## config.mk

```make
export PLATFORM = sky130hd
export DESIGN_NAME = cdb_arbiter
export DESIGN_NICKNAME = d
export VERILOG_FILES = /design/src/rtl/cdb_arbiter_pkg.sv /design/src/rtl/cdb_fifo.sv /design/src/rtl/cdb_arbiter.sv
export SDC_FILE = /design/constraint.sdc
export NUM_CORES = 1
export LEC_CHECK = 0
export ABC_CLOCK_PERIOD_IN_PS = 2500
export CORE_ASPECT_RATIO = 1.5
export CORE_MARGIN = 1
export CORE_UTILIZATION = 50
export DETAILED_ROUTE_END_ITERATION = 12
export GPL_ROUTABILITY_DRIVEN = 0
export MAX_ROUTING_LAYER = met4
export PLACE_DENSITY = 0.82
export SLEW_MARGIN = 10
export SYNTH_ARGS = -nofsm -noshare
export SYNTH_HDL_FRONTEND = slang
export SYNTH_SLANG_ARGS = --single-unit
```

## constraint.sdc

```tcl
create_clock -name clk_in -period 2.5 [get_ports clk_in]
set_input_delay 0.25 -clock clk_in [delete_from_list [all_inputs] [get_ports clk_in]]
set_output_delay 0.25 -clock clk_in [all_outputs]
set_load 0.01 [all_outputs]
```

## src/rtl/cdb_arbiter_pkg.sv

```systemverilog
// Shared constants for the common-data-bus arbiter slice.
// Source indices and default sizes used by the arbiter, its FIFOs and their users.
package cdb_arbiter_pkg;

  localparam int unsigned CDB_ROB_W  = 4;
  localparam int unsigned CDB_N_SRC  = 3;
  localparam int unsigned CDB_DATA_W = 32;

  localparam int unsigned CDB_SRC_ALU = 0;
  localparam int unsigned CDB_SRC_LSB = 1;
  localparam int unsigned CDB_SRC_MD  = 2;

  // Width of an index able to name n sources (never narrower than one bit).
  function automatic int unsigned cdb_idx_w(input int unsigned n);
    return (n > 1) ? $clog2(n) : 1;
  endfunction

endpackage

```

## src/rtl/cdb_fifo.sv

```systemverilog
// Small per-producer result FIFO (DEPTH entries, power of two) with flush.
// Push/pop are qualified by the caller; pointers wrap naturally.
module cdb_fifo #(
  parameter int unsigned DEPTH = 2,
  parameter int unsigned W     = 36
) (
  input  logic                   clk_in,
  input  logic                   rst_in,
  input  logic                   en,
  input  logic                   flush,
  input  logic                   push,
  input  logic                   pop,
  input  logic [W-1:0]           din,
  output logic [W-1:0]           head,
  output logic [$clog2(DEPTH):0] count
);

  localparam int unsigned PW = $clog2(DEPTH);
  localparam int unsigned CW = PW + 1;

  logic [W-1:0]  mem [DEPTH];
  logic [PW-1:0] wr_ptr;
  logic [PW-1:0] rd_ptr;

  // Pointer and occupancy bookkeeping; flush empties the FIFO.
  always_ff @(posedge clk_in or negedge rst_in) begin
    if (!rst_in) begin
      wr_ptr <= '0;
      rd_ptr <= '0;
      count  <= '0;
    end else if (en) begin
      if (flush) begin
        wr_ptr <= '0;
        rd_ptr <= '0;
        count  <= '0;
      end else begin
        if (push) wr_ptr <= wr_ptr + PW'(1);
        if (pop)  rd_ptr <= rd_ptr + PW'(1);
        if (push && !pop)      count <= count + CW'(1);
        else if (!push && pop) count <= count - CW'(1);
      end
    end
  end

  // Storage needs no reset: occupancy decides what is meaningful.
  always_ff @(posedge clk_in) begin
    if (en && !flush && push) mem[wr_ptr] <= din;
  end

  assign head = mem[rd_ptr];

endmodule

```

## src/rtl/cdb_arbiter.sv

```systemverilog
// Round-robin arbiter sharing the single ROB write-back port among N_SRC producers.
// Optional build macro CDB_STATS_EN adds per-source grant/stall counters.
module cdb_arbiter
  import cdb_arbiter_pkg::*;
#(
  parameter int unsigned N_SRC = CDB_N_SRC,
  parameter int unsigned ROB_W = CDB_ROB_W,
  parameter int unsigned DEPTH = 2
) (
  input  logic                          clk_in,
  input  logic                          rst_in,
  input  logic                          rdy_in,
  input  logic                          rob_clear,
  input  logic [N_SRC-1:0]              src_valid,
  input  logic [N_SRC*ROB_W-1:0]        src_rob_id,
  input  logic [N_SRC*CDB_DATA_W-1:0]   src_val,
  output logic [N_SRC-1:0]              src_ready,
  output logic                          cdb_valid,
  output logic [ROB_W-1:0]              cdb_rob_id,
  output logic [CDB_DATA_W-1:0]         cdb_val,
  output logic [cdb_idx_w(N_SRC)-1:0]   cdb_src
`ifdef CDB_STATS_EN
  ,
  output logic [N_SRC*32-1:0]           stat_grants,
  output logic [N_SRC*32-1:0]           stat_stalls
`endif
);

  localparam int unsigned SRC_W = cdb_idx_w(N_SRC);
  localparam int unsigned EW    = ROB_W + CDB_DATA_W;
  localparam int unsigned CW    = $clog2(DEPTH) + 1;

  logic [N_SRC-1:0] push;
  logic [N_SRC-1:0] pop;
  logic [N_SRC-1:0] nonempty;
  logic [EW-1:0]    head  [N_SRC];
  logic [CW-1:0]    count [N_SRC];
  logic [SRC_W-1:0] rr_ptr;
  logic [SRC_W-1:0] gnt_idx;
  logic             gnt_any;

  // Per-source FIFO plus handshake; flush drops same-cycle pushes.
  for (genvar i = 0; i < N_SRC; i++) begin : g_src
    assign src_ready[i] = (count[i] != CW'(DEPTH));
    assign nonempty[i]  = (count[i] != '0);
    assign push[i]      = rdy_in && !rob_clear && src_valid[i] && src_ready[i];
    assign pop[i]       = rdy_in && !rob_clear && gnt_any && (gnt_idx == SRC_W'(i));

    cdb_fifo #(
      .DEPTH (DEPTH),
      .W     (EW)
    ) u_fifo (
      .clk_in (clk_in),
      .rst_in (rst_in),
      .en     (rdy_in),
      .flush  (rob_clear),
      .push   (push[i]),
      .pop    (pop[i]),
      .din    ({src_rob_id[i*ROB_W +: ROB_W], src_val[i*CDB_DATA_W +: CDB_DATA_W]}),
      .head   (head[i]),
      .count  (count[i])
    );
  end

  // First non-empty FIFO head scanning upward from rr_ptr, wrapping.
  always_comb begin
    gnt_any = 1'b0;
    gnt_idx = '0;
    for (int unsigned k = 0; k < N_SRC; k++) begin
      if (!gnt_any && nonempty[SRC_W'((32'(rr_ptr) + k) % N_SRC)]) begin
        gnt_any = 1'b1;
        gnt_idx = SRC_W'((32'(rr_ptr) + k) % N_SRC);
      end
    end
  end

  // Registered CDB and round-robin pointer.
  always_ff @(posedge clk_in or negedge rst_in) begin
    if (!rst_in) begin
      rr_ptr     <= '0;
      cdb_valid  <= 1'b0;
      cdb_rob_id <= '0;
      cdb_val    <= '0;
      cdb_src    <= '0;
    end else if (rdy_in) begin
      if (rob_clear) begin
        cdb_valid <= 1'b0;
        rr_ptr    <= '0;
      end else if (gnt_any) begin
        cdb_valid  <= 1'b1;
        cdb_rob_id <= head[gnt_idx][EW-1 -: ROB_W];
        cdb_val    <= head[gnt_idx][CDB_DATA_W-1:0];
        cdb_src    <= gnt_idx;
        rr_ptr     <= SRC_W'((32'(gnt_idx) + 1) % N_SRC);
      end else begin
        cdb_valid <= 1'b0;
      end
    end
  end

`ifdef CDB_STATS_EN
  logic [31:0] grants_q [N_SRC];
  logic [31:0] stalls_q [N_SRC];

  // Debug counters survive flushes and wrap at 2^32.
  for (genvar i = 0; i < N_SRC; i++) begin : g_stat
    always_ff @(posedge clk_in or negedge rst_in) begin
      if (!rst_in) begin
        grants_q[i] <= '0;
        stalls_q[i] <= '0;
      end else begin
        if (pop[i]) grants_q[i] <= grants_q[i] + 32'd1;
        if (rdy_in && src_valid[i] && !src_ready[i]) stalls_q[i] <= stalls_q[i] + 32'd1;
      end
    end
    assign stat_grants[i*32 +: 32] = grants_q[i];
    assign stat_stalls[i*32 +: 32] = stalls_q[i];
  end
`else
  // Statistics counters are not built in this configuration.
`endif

endmodule

```

# After elaboration in Yosys (flattened, before gate mapping)
# Memories as Yosys holds them, arrays and structs flattened.
# Index checks and enable logic that the tools add are counted.
# word_totals
mem_bits_rw,216
output_inout_bits,42
n_memories,3
reg_bits,53
inputBits,115
wordCells,149
# memory_table
name,words,word_bits,rd,rd_ports_with_merged_regs,wr,line,text
g_src[0].u_fifo.mem,2,36,1,0,1,cdb_fifo.sv:21,logic [W-1:0] mem [DEPTH];
g_src[1].u_fifo.mem,2,36,1,0,1,cdb_fifo.sv:21,
g_src[2].u_fifo.mem,2,36,1,0,1,cdb_fifo.sv:21,
# classes
n_addsub,15
div,4
n_lt_le_gt_ge,4
mux,46
eq_ne,5
bitwise,2
n_reduce_logical,56
# op_table
operator,count
remainder unit 32 x 2 -> 32 bit (second input constant),3
binary-select mux 36 bit (select 2 bit),1
2-to-1 mux 36 bit,2
remainder unit 2 x 2 -> 32 bit (second input constant),1
2-to-1 mux 2 bit,14
2-to-1 mux 1 bit,26
logical AND 1 bit,22
AND reduction 2 bit,10
nonzero test 2 bit,10
logical NOT 1 bit,9
< comparator 2 x 3 -> 1 bit (second input constant),3
nonzero test 3 bit,3
adder 1 bit (second input constant),6
adder 2 x 1 -> 2 bit (second input constant),3
adder 2 x 1 -> 3 bit (second input constant),2
binary-select mux 1 bit (select 2 bit),3
inequality test 2 bit (second input constant),3
subtractor 2 x 1 -> 2 bit (second input constant),3
adder 2 x 2 -> 3 bit (second input constant),1
>= comparator 3 bit (second input constant),1
NOT 2 -> 3 bit,1
AND reduction 3 bit,1
== test 2 x 1 -> 1 bit (second input constant),1
== test 2 bit (second input constant),1
other kinds (2),2

# Logic depth before layout (Yosys ltp)
# depth
ltp_word,16
depth_mapped,14

# Hierarchy
# Synthesis repeated with hierarchy kept, for this count alone.
# unflattened
cells_unflattened,836
hier_area_um2,12379.4
# by_module_without_submodules
module,cells_per_inst,area_each_um2,seq_area_each_um2,n_inst
cdb_fifo,141,2874.0,2262.2,3
cdb_arbiter,413,3757.4,1026.0,1

# Worst setup path before layout
# OpenSTA, ideal clock, no wires.
# synth_timing
path_kind,input-to-reg
start,input port rdy_in
end,memory g_src[2].u_fifo.mem[0][0] (enable)
setup_time_ns,0.429
arrival_time_ns,2.662
n_path_buf,2
slack_ns,-0.591
path_stages,6
path_cell_list,clkbuf_1 inv_1 clkbuf_1 nor2_1 nand3_1 nor2_1
# synth_via
elab_chain_len,6
# synth_lines
element,line,text
"start, declared",cdb_arbiter.sv:12,"input logic rdy_in,"
logical AND 1 bit (*),"cdb_fifo.sv:47, cdb_arbiter.sv:46",
logical AND 1 bit (2 in a row),cdb_arbiter.sv:46,assign push[i] = rdy_in && !rob_clear && src_valid[i] && src_ready[i];
logical AND 1 bit (*),cdb_fifo.sv:47,if (en && !flush && push) mem[wr_ptr] <= din;
2-to-1 mux 1 bit (*),cdb_fifo.sv:47,
2-to-1 mux 1 bit (not written as such) (*),cdb_fifo.sv:47,
"end, declared",cdb_fifo.sv:21,
# Mark *: on every way between the ends. The rest lies on a longest branch, timed or not.

# Worst setup path in the final report
# layout_timing
start,register rr_ptr[1]
end,register cdb_val[10]
# layout_via
elab_chain_len,14
elab_cells_between_ends,26
classes_between,add/sub: 2; div: 3; mux: 15; bitwise: 1; reduce/logical: 5
# layout_lines
element,line,text
"start, declared",cdb_arbiter.sv:38,logic [SRC_W-1:0] rr_ptr;
"start signal, assigned",cdb_arbiter.sv:94,rr_ptr <= SRC_W'((32'(gnt_idx) + 1) % N_SRC);
"parallel branches: the longest is 14 deep, another holds remainder unit 32 x 2 -> 32 bit",--,
"end signal, assigned",cdb_arbiter.sv:92,cdb_val <= head[gnt_idx][CDB_DATA_W-1:0];
"end, declared",cdb_arbiter.sv:20,"output logic [CDB_DATA_W-1:0] cdb_val,"
# Parallel ways; which one is timed is not known. The select of a mux whose other input is x is not followed.
# A chain may end at the register's enable or synchronous reset.

==> metrics.cfg <==
[cts]
clock_latency_ns = 0.52
h-tree-depth = 1
cts.sinks = 269
cts_tree = built
cts_root_buf = clkbuf_16
clkTransAtPathRegs_ns = 0.07
clockBufferDepth = 3
numCtsBuffers = 24

[synth]
ys_ff_latch = 269
ys_types = 59
syn_area_um2 = 11600
synth_seq_area_share_pct = 67.2
synthCells = 801
synth_edf_count = 216
synth_area_per_cell_um2 = 14.5
postSynth.asyncResetShare_pct = 19.7
synth_top_area_share_pct = 55.8
synth_flop_cell = edfxtp_1
yosys-top-cells-area = edfxtp_1 (56%), dfrtp_1 (11%), mux2_2 (3.5%), a21oi_1 (3.3%), mux2i_1 (3.3%)
synth_top_area_cell = edfxtp_1
yosysWarnings = 0
syn_nets = 920

[floorplanning]
dieArea_um2 = 23900
initial_core_util_pct = 50.8
num_rows = 68
fp.coreArea_um2 = 22900
die_w_um = 126
die_h_um = 189
io_pins = 157

[setup_path]
cp_slowest_stage_delay_ns = 0.43
cp_common_cell = buf_12
endpoint = cdb_val[10]
cp-start-kind = flop
worstPathRequired_ns = 2.91
r2r-end = cdb_val[10]
path_cells = ha_4 > buf_12 > nand2b_1 > o32ai_4 > o211ai_4 > buf_4 > buf_12 > a221oi_1 > a211oi_2 > o22a_1
reg2reg_from = rr_ptr[1]
critPathArrivalTime_ns = 2.92
crit_path_start = rr_ptr[1]
rr_worst_depth = 10
critPathKind = reg -> reg
cp_max_fo = 16
cp_slowest_cell = dfrtp_1
r2r_setup_slack_ns = -0.01
setup.worst_path.end_class = flop

[place]
hpwl_um = 19500
port_buffers = 156
place_inst = 1225
placed_area_um2 = 13900

[global_routing]
grt_pass1_vias = 8186
antenna_found_initial = 1
grt_pass1_wl_um = 44500
grt_max_degree = 41
grt_use_total_pct = 25.3
gr-total-overflow = 0

[power_and_ir_drop]
comb_power_share_pct = 49.1
peakVddDrop_uv = 977
leakagePower_nw = 5.16
p_int_mw = 12.0
switching_share_pct = 37.7
clockPowerShare_pct = 19.5
p_seq_share_pct = 31.4
power_mw = 19.2
power.switching_mw = 7.25
power_density_nw_per_um2 = 1270

[route]
viasPerCell = 6.27
vias = 8005
wl_per_cell_um = 23.9
routed_wl_um = 30500
drt_iter0_drc = 817
first_pass_iters = 5
ant_nets = 0
route.detailed.drc = 0

[sta]
whs_ns = 0.310
finClkSkew_ns = 0.0155
final-setup-viol-count = 2
finalCriticalPeriod_ns = 2.51
setup_tns_ns = -0.0224
drv_slew = 0
max-slew-margin-rel_pct = 51.0
maxClockFrequency_mhz = 398
rsz0062_at_grt = yes
finalHoldViolations = 0
setup_ws_ns = -0.0121
worstMarginPinSlew_ns = 0.735
post-route-period-util_pct = 100

[layout]
area_delta_synth_final_pct = 30.7
drive_above_1_share_pct = 22.9
layout.cells.non_filler = 1276
stdcell_area_um2 = 15200
nets = 1096

[hold_path]
hold_path.class = in -> reg

[flow_run]
maxCapViolCount = 0

[status]
violations = negative setup slack
status = finished, violations left

[repair_timing]
action	CTS	global route
setup endpoints to repair	35	46
gates cloned	1	1
gates resized for setup	15	53
endpoints found under the hold margin	25	0
hold buffers	1	0
setup buffers	1	2
pin swaps	7	6
[through the flow]
stage	setup WS [ns]	utilization [%]
floorplan	-0.584	-
global placement	-0.00652	60.8
detailed placement	-0.132	60.8
CTS	-0.0792	64.8
global route	-0.0679	66.3
finish	-0.0121	66.3
[metal layers]
| metal | vias up | share of wire (%) | GRT usage, % |
|---|---|---|---|
| li1 | 3506 | - | - |
| met1 | 4000 | 35 | 27.6 |
| met2 | 393 | 54 | 45.1 |
| met3 | 106 | 6.0 | 3.04 |
| met4 | 0 | 5.1 | 13.1 |
| met5 | - | 0 | - |
[area by class of cell]
type | count | area (um2)
Antenna cell | 1 | 2.50
Clock buffer | 35 | 703
Clock inverter | 9 | 100
Fill cell | 1515 | 7710
Inverter | 13 | 51.3
Multi-Input combinational cell | 451 | 3850
Sequential cell | 269 | 7820
Tap cell | 280 | 350
Timing Repair Buffer | 218 | 2300
[cell families (layout without fill, tap and decap cells)]
family	Yosys count	after routing	share of synthesized area, %
fa+ha+maj	4	4	0.431
simple gates	95	95	4.55
flops	269	269	67.2
xor+xnor	5	5	0.377
compound gates	272	272	17.1
mux	75	75	6.89
buf+inv	81	275	3.42
other cells	0	1	0
[state kept, by name, indices dropped and copies added (netlist names)]
signal               count
cdb_rob_id               4
cdb_src                  2
cdb_val                 32
cdb_valid                1
g_src.u_fifo.count       6
g_src.u_fifo.mem       216
g_src.u_fifo.rd_ptr      3
g_src.u_fifo.wr_ptr      3
rr_ptr                   2
[layout by cell type (no fill, tap or decap), types with 3 or more instances in the layout]
master	synthesis	final
buf_6	6	4
a211oi_1	17	8
buf_12	0	15
clkinv_1	0	3
mux2i_1	38	38
dfrtp_1	53	50
a221oi_4	0	3
clkbuf_8	0	4
nand2_1	12	12
edfxtp_1	216	216
xnor2_1	5	4
nor2_4	0	8
nor2_1	18	10
nor2b_1	37	37
a221oi_1	39	14
o211ai_1	4	4
o21ai_1	4	5
inv_1	13	10
a221oi_2	1	23
a21oi_1	77	77
a31oi_1	4	4
buf_4	7	37
clkdlybuf4s50_1	0	155
clkbuf_16	0	26
o22a_1	36	36
o21a_1	3	3
dfrtp_2	0	3
nand2b_1	6	5
nand3_1	3	3
o22ai_1	4	4
o21ai_0	41	40
a211oi_2	19	26
mux2_2	36	36
nor3_1	4	3
or3_1	3	3
ha_4	0	3
clkbuf_1	37	6
[worst min path at each step]
| stage | start | end | slack [ns] | cells past startpoint |
|---|---|---|---|---|
| 2_1_floorplan | rst_in | cdb_rob_id[0] | -0.05 | 0 |
| 3_3_place_gp | rst_in | cdb_val[29] | 0.33 | 1 |
| 3_5_place_dp | rst_in | cdb_val[29] | 0.34 | 1 |
| 4_1_cts | src_val[71] | g_src[2].u_fifo.mem[1][7] | 0.30 | 1 |
| 5_1_grt | src_rob_id[0] | g_src[0].u_fifo.mem[1][32] | 0.30 | 1 |
| 6_report | src_val[71] | g_src[2].u_fifo.mem[1][7] | 0.31 | 1 |
[cells in the mapped netlist, types with 2 or more instances]
cell type and count:
a211oi_1 17, a211oi_2 19, a21o_1 2, a21oi_1 77, a221oi_1 39, a31oi_1 4, a32oi_1 2, buf_2 18
buf_4 7, buf_6 6, clkbuf_1 37, dfrtp_1 53, edfxtp_1 216, ha_1 4, inv_1 13, mux2_2 36
mux2i_1 38, nand2_1 12, nand2b_1 6, nand3_1 3, nor2_1 18, nor2_2 2, nor2b_1 37, nor3_1 4
nor4b_1 2, o211ai_1 4, o21a_1 3, o21ai_0 41, o21ai_1 4, o221ai_1 3, o22a_1 36, o22ai_1 4
o311ai_1 2, or3_1 3, xnor2_1 5
[power by group through the flow]
stage                     Combinational (mW)  Clock, mW  Sequential (mW)
after floorplan                         5.31          0             5.92
after global placement                  7.91          0             6.07
after detailed placement                8.16          0             6.08
after CTS                               8.52       3.79             6.01
after global routing                    9.94       3.98             6.09
final                                   9.43       3.75             6.04
[critical path: cells and delay by family, from the launching register on]
family	cells	cell delay [ns]
AO/OA/AOI/OAI	5	0.92
buffers and inverters	3	0.54
flip-flops	1	0.43
adder cells (fa/ha/maj)	1	0.36
AND/OR/NAND/NOR	1	0.13
No activity file was read; power rests on OpenSTA's default activity.
